### config.mk
export PLATFORM = sky130hd
export DESIGN_NAME = cache_ctrl
export DESIGN_NICKNAME = d
export VERILOG_FILES = /design/src/rtl/cache_ctrl.sv
export SDC_FILE = /design/constraint.sdc
export NUM_CORES = 1
export LEC_CHECK = 0
export ABC_AREA = 1
export BUFFER_PORTS_ARGS = -buffer_cell sky130_fd_sc_hd__buf_2
export CORE_MARGIN = 2
export CORE_UTILIZATION = 29
export CTS_BUF_LIST = sky130_fd_sc_hd__clkbuf_4
export CTS_CLUSTER_SIZE = 28
export DETAILED_ROUTE_END_ITERATION = 8
export PLACE_DENSITY = 0.63
export RECOVER_POWER = 25
export SYNTH_ARGS = -nofsm -noshare
export SYNTH_HDL_FRONTEND = slang
export SYNTH_SLANG_ARGS = --single-unit
export TNS_END_PERCENT = 10
### constraint.sdc
create_clock -name clk -period 2.5 [get_ports clk]
set_clock_uncertainty 0.1 [all_clocks]
set_input_delay 0.375 -clock clk [delete_from_list [all_inputs] [get_ports clk]]
set_output_delay 0.375 -clock clk [all_outputs]
set_load 0.05 [all_outputs]
### src/rtl/cache_ctrl.sv
// Direct-mapped cache set sequencer: compare, dirty write-back, line fill and retry.
// Optional feature macro CACHE_STATS_EN adds saturating hit/miss counters.
module cache_ctrl #(
  parameter int TAG_W  = 5,
  parameter int IDX_W  = 3,
  parameter int DATA_W = 16,
  parameter int CNT_W  = 16,
  localparam int ADDR_W = TAG_W + IDX_W + 2
) (
  input  logic              clk,
  input  logic              rst,
  input  logic              cpu_req,
  input  logic              cpu_wr,
  input  logic [ADDR_W-1:0] cpu_addr,
  input  logic [DATA_W-1:0] cpu_wdata,
  output logic [DATA_W-1:0] cpu_rdata,
  output logic              cpu_ack,
  output logic              busy,
  output logic              set_enable,
  output logic              set_cmp,
  output logic              set_write,
  output logic [1:0]        set_word,
  output logic [IDX_W-1:0]  set_index,
  output logic [TAG_W-1:0]  set_tag,
  output logic [DATA_W-1:0] set_data_in,
  output logic              set_valid_in,
  input  logic              set_hit,
  input  logic              set_dirty,
  input  logic              set_valid,
  input  logic [TAG_W-1:0]  set_tag_out,
  input  logic [DATA_W-1:0] set_data_out,
  input  logic              set_ack,
  output logic              mem_req,
  output logic              mem_wr,
  output logic [ADDR_W-1:0] mem_addr,
  output logic [DATA_W-1:0] mem_wdata,
  input  logic [DATA_W-1:0] mem_rdata,
`ifdef CACHE_STATS_EN
  output logic [CNT_W-1:0]  hit_cnt,
  output logic [CNT_W-1:0]  miss_cnt,
`endif
  input  logic              mem_ack
);

  // state    | meaning
  // IDLE     | waiting for cpu_req
  // CMP      | compare access (first try or retry after fill)
  // WB_RD    | direct read of victim word k
  // WB_MEM   | memory write of victim word k
  // FILL_MEM | memory read of requested line word k
  // FILL_WR  | direct write of word k into the set
  // DONE     | cpu_ack pulse
  typedef enum logic [2:0] {
    S_IDLE, S_CMP, S_WB_RD, S_WB_MEM, S_FILL_MEM, S_FILL_WR, S_DONE
  } state_t;

  state_t             state, state_nx;
  logic               req_wr;
  logic [ADDR_W-1:0]  req_addr;
  logic [DATA_W-1:0]  req_wdata;
  logic [1:0]         k;
  logic [DATA_W-1:0]  line_buf;
  logic [TAG_W-1:0]   victim_tag;
  logic [DATA_W-1:0]  rdata_q;
  logic               gap;
  logic               retry;
  logic [TAG_W-1:0]   req_tag;
  logic [IDX_W-1:0]   req_idx;
  logic [1:0]         req_word;

  assign req_tag  = req_addr[ADDR_W-1 -: TAG_W];
  assign req_idx  = req_addr[2 +: IDX_W];
  assign req_word = req_addr[1:0];

  // gap holds every strobe low for one cycle after any acknowledged operation
  always_comb begin
    state_nx     = state;
    busy         = (state != S_IDLE);
    cpu_ack      = 1'b0;
    cpu_rdata    = '0;
    set_enable   = 1'b0;
    set_cmp      = 1'b0;
    set_write    = 1'b0;
    set_word     = '0;
    set_index    = '0;
    set_tag      = '0;
    set_data_in  = '0;
    set_valid_in = 1'b0;
    mem_req      = 1'b0;
    mem_wr       = 1'b0;
    mem_addr     = '0;
    mem_wdata    = '0;
    case (state)
      S_IDLE: if (cpu_req) state_nx = S_CMP;
      S_CMP: begin
        set_enable  = !gap;
        set_cmp     = 1'b1;
        set_write   = req_wr;
        set_word    = req_word;
        set_index   = req_idx;
        set_tag     = req_tag;
        set_data_in = req_wdata;
        if (set_enable && set_ack) begin
          if (set_hit)                      state_nx = S_DONE;
          else if (set_valid && set_dirty)  state_nx = S_WB_RD;
          else                              state_nx = S_FILL_MEM;
        end
      end
      S_WB_RD: begin
        set_enable = !gap;
        set_word   = k;
        set_index  = req_idx;
        set_tag    = req_tag;
        if (set_enable && set_ack) state_nx = S_WB_MEM;
      end
      S_WB_MEM: begin
        mem_req   = !gap;
        mem_wr    = 1'b1;
        mem_addr  = {victim_tag, req_idx, k};
        mem_wdata = line_buf;
        if (mem_req && mem_ack) state_nx = (k == 2'd3) ? S_FILL_MEM : S_WB_RD;
      end
      S_FILL_MEM: begin
        mem_req  = !gap;
        mem_addr = {req_tag, req_idx, k};
        if (mem_req && mem_ack) state_nx = S_FILL_WR;
      end
      S_FILL_WR: begin
        set_enable   = !gap;
        set_write    = 1'b1;
        set_word     = k;
        set_index    = req_idx;
        set_tag      = req_tag;
        set_data_in  = line_buf;
        set_valid_in = 1'b1;
        if (set_enable && set_ack) state_nx = (k == 2'd3) ? S_CMP : S_FILL_MEM;
      end
      S_DONE: begin
        cpu_ack   = 1'b1;
        cpu_rdata = rdata_q;
        state_nx  = S_IDLE;
      end
      default: state_nx = S_IDLE;
    endcase
  end

  always_ff @(posedge clk) begin
    if (rst) begin
      state      <= S_IDLE;
      req_wr     <= 1'b0;
      req_addr   <= '0;
      req_wdata  <= '0;
      k          <= '0;
      line_buf   <= '0;
      victim_tag <= '0;
      rdata_q    <= '0;
      gap        <= 1'b0;
      retry      <= 1'b0;
    end else begin
      state <= state_nx;
      gap   <= (set_enable && set_ack) || (mem_req && mem_ack);
      case (state)
        S_IDLE: if (cpu_req) begin
          req_wr    <= cpu_wr;
          req_addr  <= cpu_addr;
          req_wdata <= cpu_wdata;
          retry     <= 1'b0;
        end
        S_CMP: if (set_enable && set_ack) begin
          rdata_q <= req_wr ? '0 : set_data_out;
          k       <= '0;
        end
        S_WB_RD: if (set_enable && set_ack) begin
          victim_tag <= set_tag_out;
          line_buf   <= set_data_out;
        end
        S_WB_MEM:   if (mem_req && mem_ack) k <= k + 2'd1;
        S_FILL_MEM: if (mem_req && mem_ack) line_buf <= mem_rdata;
        S_FILL_WR: if (set_enable && set_ack) begin
          k <= k + 2'd1;
          if (k == 2'd3) retry <= 1'b1;
        end
        default: ;
      endcase
    end
  end

`ifdef CACHE_STATS_EN
  // only the first compare of a request counts; the post-fill retry is excluded
  always_ff @(posedge clk) begin
    if (rst) begin
      hit_cnt  <= '0;
      miss_cnt <= '0;
    end else if (state == S_CMP && set_enable && set_ack && !retry) begin
      if (set_hit) begin
        if (hit_cnt != '1) hit_cnt <= hit_cnt + CNT_W'(1);
      end else begin
        if (miss_cnt != '1) miss_cnt <= miss_cnt + CNT_W'(1);
      end
    end
  end
`endif

endmodule

# Yosys cells after proc, flatten, opt, wreduce, memory -nomap -nowiden

Index checks and enable logic that the tools add are counted.

$add $sub $neg: 1
Multiply operators: 0
Div/mod/pow operators: 0
$lt $le $gt $ge: 0
Equality and inequality tests: 18
Shifts and indexed selects: 0
Muxes and demuxes: 33
Bitwise gates (word level): 0
Reductions and logical operators: 20

Operators with widths:

| cell                  | count |
|---|---|
| $mux W16              | 5 |
| $pmux W16 S2          | 2 |
| $mux W3               | 11 |
| $ne A2 B2 Y1 const B  | 11 |
| $pmux W10 S2          | 1 |
| $pmux W3 S6           | 1 |
| $eq A3 B3 Y1 const B  | 3 |
| $eq A3 B2 Y1 const B  | 2 |
| $mux W1               | 6 |
| $mux W2               | 3 |
| $pmux W2 S3           | 1 |
| $reduce_and A2 Y1     | 3 |
| $reduce_and A6 Y1     | 1 |
| $reduce_bool A3 Y1    | 2 |
| $logic_and A1 B1 Y1   | 5 |
| $mux W5               | 1 |
| $pmux W2 S2           | 1 |
| $reduce_and A4 Y1     | 1 |
| $reduce_or A2 Y1      | 2 |
| $eq A3 B1 Y1 const B  | 1 |
| $logic_not A3 Y1      | 1 |
| $reduce_and A3 Y1     | 1 |
| $reduce_or A3 Y1      | 1 |
| $add A2 B1 Y2 const B | 1 |
| 5 further kinds       | 5 |

Bits in registers: 70
Bits in latches: 0
Bits in writable memories: 0
ROM bits: 0
Output and inout bits: 76
Memories: 0

# Logic depth before layout (Yosys ltp)

Word-level depth: 6
Gate-level depth with buffers: 9
Mapped depth without buffers: 9

# Worst setup path after synthesis

No wires, ideal clock.

Path kind: register to output
Start: register state[2]
End: output port cpu_rdata[10]
Arrival time: 2.396 ns
Required time: 2.025 ns
Slack: -0.371 ns
Stages on the path, launching flop included: 7
Cells stage by stage: dfxtp_1 inv_2 buf_4 nor3_2 inv_2 buf_2 nor2_1

Cells in the longest elaborated chain, start to end: 2

Ends and longest elaborated chain:

| item                   | RTL line | text |
|---|---|---|
| from (decl)            | 57       | `state_t state, state_nx;` |
| from (signal assigned) | 160      | `state <= state_nx;` |
| $eq A3 B3 Y1           | 93       | `case (state)` |
| $mux W16               | 93       |  |
| to (decl)              | 16       | `output logic [DATA_W-1:0] cpu_rdata,` |

No other way between the ends.

# Worst setup path in the final report

Start: register state[1]
End: output port set_data_in[8]

Cells in the longest elaborated chain, start to end: 2
Elaborated cells between the ends (all ways): 3

Ends and longest elaborated chain:

| item                                                | RTL line | text |
|---|---|---|
| $eq A3 B3 Y1 / $eq A3 B1 Y1 (equally long branches) | 93       |  |
| $pmux W16 S2 (*)                                    | 93       |  |
| to (decl)                                           | 25       | `output logic [DATA_W-1:0] set_data_in,` |

Every way passes the cells marked *; elsewhere a longest branch is shown, timed or not.

==> results.toml <==
[finish]
final_cells = 803
syn2layout_area_growth_pct = 31.2
design_area_sq_mm = 0.00449
drive_gt1_share_pct = 30.0
fin_nets = 727

[synth]
synthArstFlopShare_pct = 0
ys_types = 25
synth.most_common_cell = "nor2_1"
synth_area_leaders = "dfxtp_1, nor2_1, nand2_1, o21ai_0, inv_1"
synth_seq_cells = 70
synth_warnings = 0
avgSynthCellArea_sq_um = 6.65
synthesis.area_sq_mm = 0.00343
ys_seq_area_share_pct = 40.9
syn_nets = 588
synth_edf_count = 0
synth.largest_area_cell = "dfxtp_1"
synth_ff_type = "dfxtp_1"
synthCells = 515
synth_common_cells = "nor2_1, nand2_1, inv_1, dfxtp_1, o21ai_0"
synth_top_cell_area_share_pct = 40.9

[worst_setup_path]
critical-path-top-delay-family = "buffers and inverters"
path_cells = "inv_2, nand2_2, nor2_4, inv_4, o22ai_1, clkbuf_4"
regToRegSetupSlack_ns = 0.31
worstSetupPathType = "flop to primary output"
worst-path-buf-inv = 3
critPathMaxFanout = 17
worst_setup_path_end_kind = "primary output"
slowest_delay_ns = 0.40
required_ns = 2.03
arrival_ns = 1.90
slowest_stage = "dfxtp_1"
start_kind = "flop"

[grt]
grt_max_degree = 33
grtUsageTotal_pct = 17.0
grt_overflow = 0
grt_pass1_vias = 3612
grt_antenna_before_repair = 0
grt_pass1_wl_mm = 17.3

[sta]
period_share_pct = 95.0
fin_tns_setup_ns = 0
fmax_mhz = 421
rsz0062_at_grt = "no"
tightest_slew_ns = 0.783
min_period_ns = 2.37
setup_viol = 0
slew_headroom_pct = 47.6
slew_violations = 0
fin_ws_ns = 0.125
finalHoldViolations = 0

[routing]
wl_per_cell_microns = 13.8
vias_per_cell = 4.80
drc = 0
drtAntennaViolNets = 0
via_count = 3854
wl_mm = 11.1
dr.pass1.iters = 5
first_iter_violations = 293

[floorplan]
io_pins = 148
rows = 39
start_util_pct = 29.9
core_area_sq_mm = 0.0115
die_w_microns = 113
die-height_microns = 113
dieArea_sq_mm = 0.0127

[power_and_ir_drop]
finalPower_mw = 4.79
ir_drop_mv = 0.838
p_leak_nw = 2.14
pwr_density_cell_mw_per_mm2 = 1070

[clocking]
clk_latency_ns = 0.42
clockBufferDepth = 2
cts.sinks = 70
cts_buffers = 9
ctsHtreeMaxLevel = 3
cts_tree = "built"
root_buffer = "clkbuf_4"
ctsHoldBuffers = 0
clkTransAtPathRegs_ns = 0.12

[placement]
io_buffers = 147
place_area_sq_mm = 0.00430
place_congestion = 0.859
dpl_worst_slack_ns = 0.419
dp_cells = 786
place_hpwl_mm = 8.35

[job]
maxCapViolCount = 0

[outcome]
run_status = "finished, final reports clean"

[min_path]
hold_class = "primary input to flop"
worst reg2reg max path, stage by stage, from the launching register on:
cell     delay (ns)
dfxtp_2        0.39
inv_4          0.15
nand3_1        0.16
nor2_1         0.33
inv_1          0.23
o21ai_4        0.23
inv_2          0.25
nor2_1         0.20
nor2_1         0.06
power by group:
part / internal (mW) / switching [mW]
clock: 0.416 / 0.414
sequential: 1.43 / 0.149
combinational: 0.601 / 1.78
through the flow:
step,hold slack (ns),utilization (%)
global placement,0.340,37.5
global route,0.0500,39.2
detailed placement,0.347,37.5
CTS,0.0563,39.0
finish,0.0650,39.2
floorplan,0.330,-
registers in the layout (all words and copies together) (netlist names):
name / flops
req_wdata: 16
k: 2
req_wr: 1
line_buf: 16
rdata_q: 16
victim_tag: 5
state: 3
req_addr: 10
gap: 1
cells in the final DEF, fill, tap and decap left out, types with 4 or more instances in the layout:
cell | netlist | routed
buf_2 | 13 | 135
nor2_1 | 99 | 90
nand2_1 | 76 | 76
inv_1 | 71 | 71
dfxtp_1 | 70 | 68
o21ai_0 | 55 | 55
a21oi_1 | 51 | 51
o22ai_1 | 19 | 19
clkbuf_4 | 0 | 17
a211oi_1 | 16 | 16
nor2_2 | 3 | 11
buf_4 | 2 | 11
nand3_1 | 7 | 8
inv_2 | 7 | 4
kinds of logic (layout without fill, tap and decap cells):
logic type / count (synthesis) / in the layout / synth area share (%)
compound gates: 144 / 144 / 23.2
flops: 70 / 70 / 40.9
simple gates: 193 / 193 / 22.9
fa+ha+maj: 1 / 1 / 0.365
buf+inv: 107 / 251 / 12.6
other cells: 0 / 1 / 0
final timing paths:
| path | startpoint | end | depth (start not counted) |
|---|---|---|---|
| max | state[1] | set_data_in[8] | 6 |
| min | set_tag_out[0] | victim_tag[0] | 3 |
| max reg2reg | state[2] | line_buf[0] | 8 |
| min reg2reg | req_wdata[15] | req_wdata[15] | 2 |
routing by layer:
layer / part of all wire, % / global-route usage, % / up-vias
li1: - / - / 1925
met1: 43 / 21.7 / 1750
met2: 46 / 28.2 / 163
met3: 8.6 / 4.05 / 16
met4: 1.7 / 6.10 / 0
met5: 0 / 0 / -
cell type report:
cell class | instances | area [sq um]
Timing Repair Buffer | 155 | 820
Multi-Input combinational cell | 338 | 1620
Antenna cell | 1 | 2.50
Clock inverter | 6 | 85.1
Inverter | 80 | 309
Fill cell | 1227 | 6970
Tap cell | 143 | 179
Sequential cell | 70 | 1400
Clock buffer | 10 | 75.1
timing repair:
| item | in CTS | in global routing |
|---|---|---|
| setup endpoints to repair | 13 | 49 |
| buffers inserted | 0 | 0 |
| gates resized for setup | 4 | 21 |
Note: power is estimated with default switching activity, not from simulation.
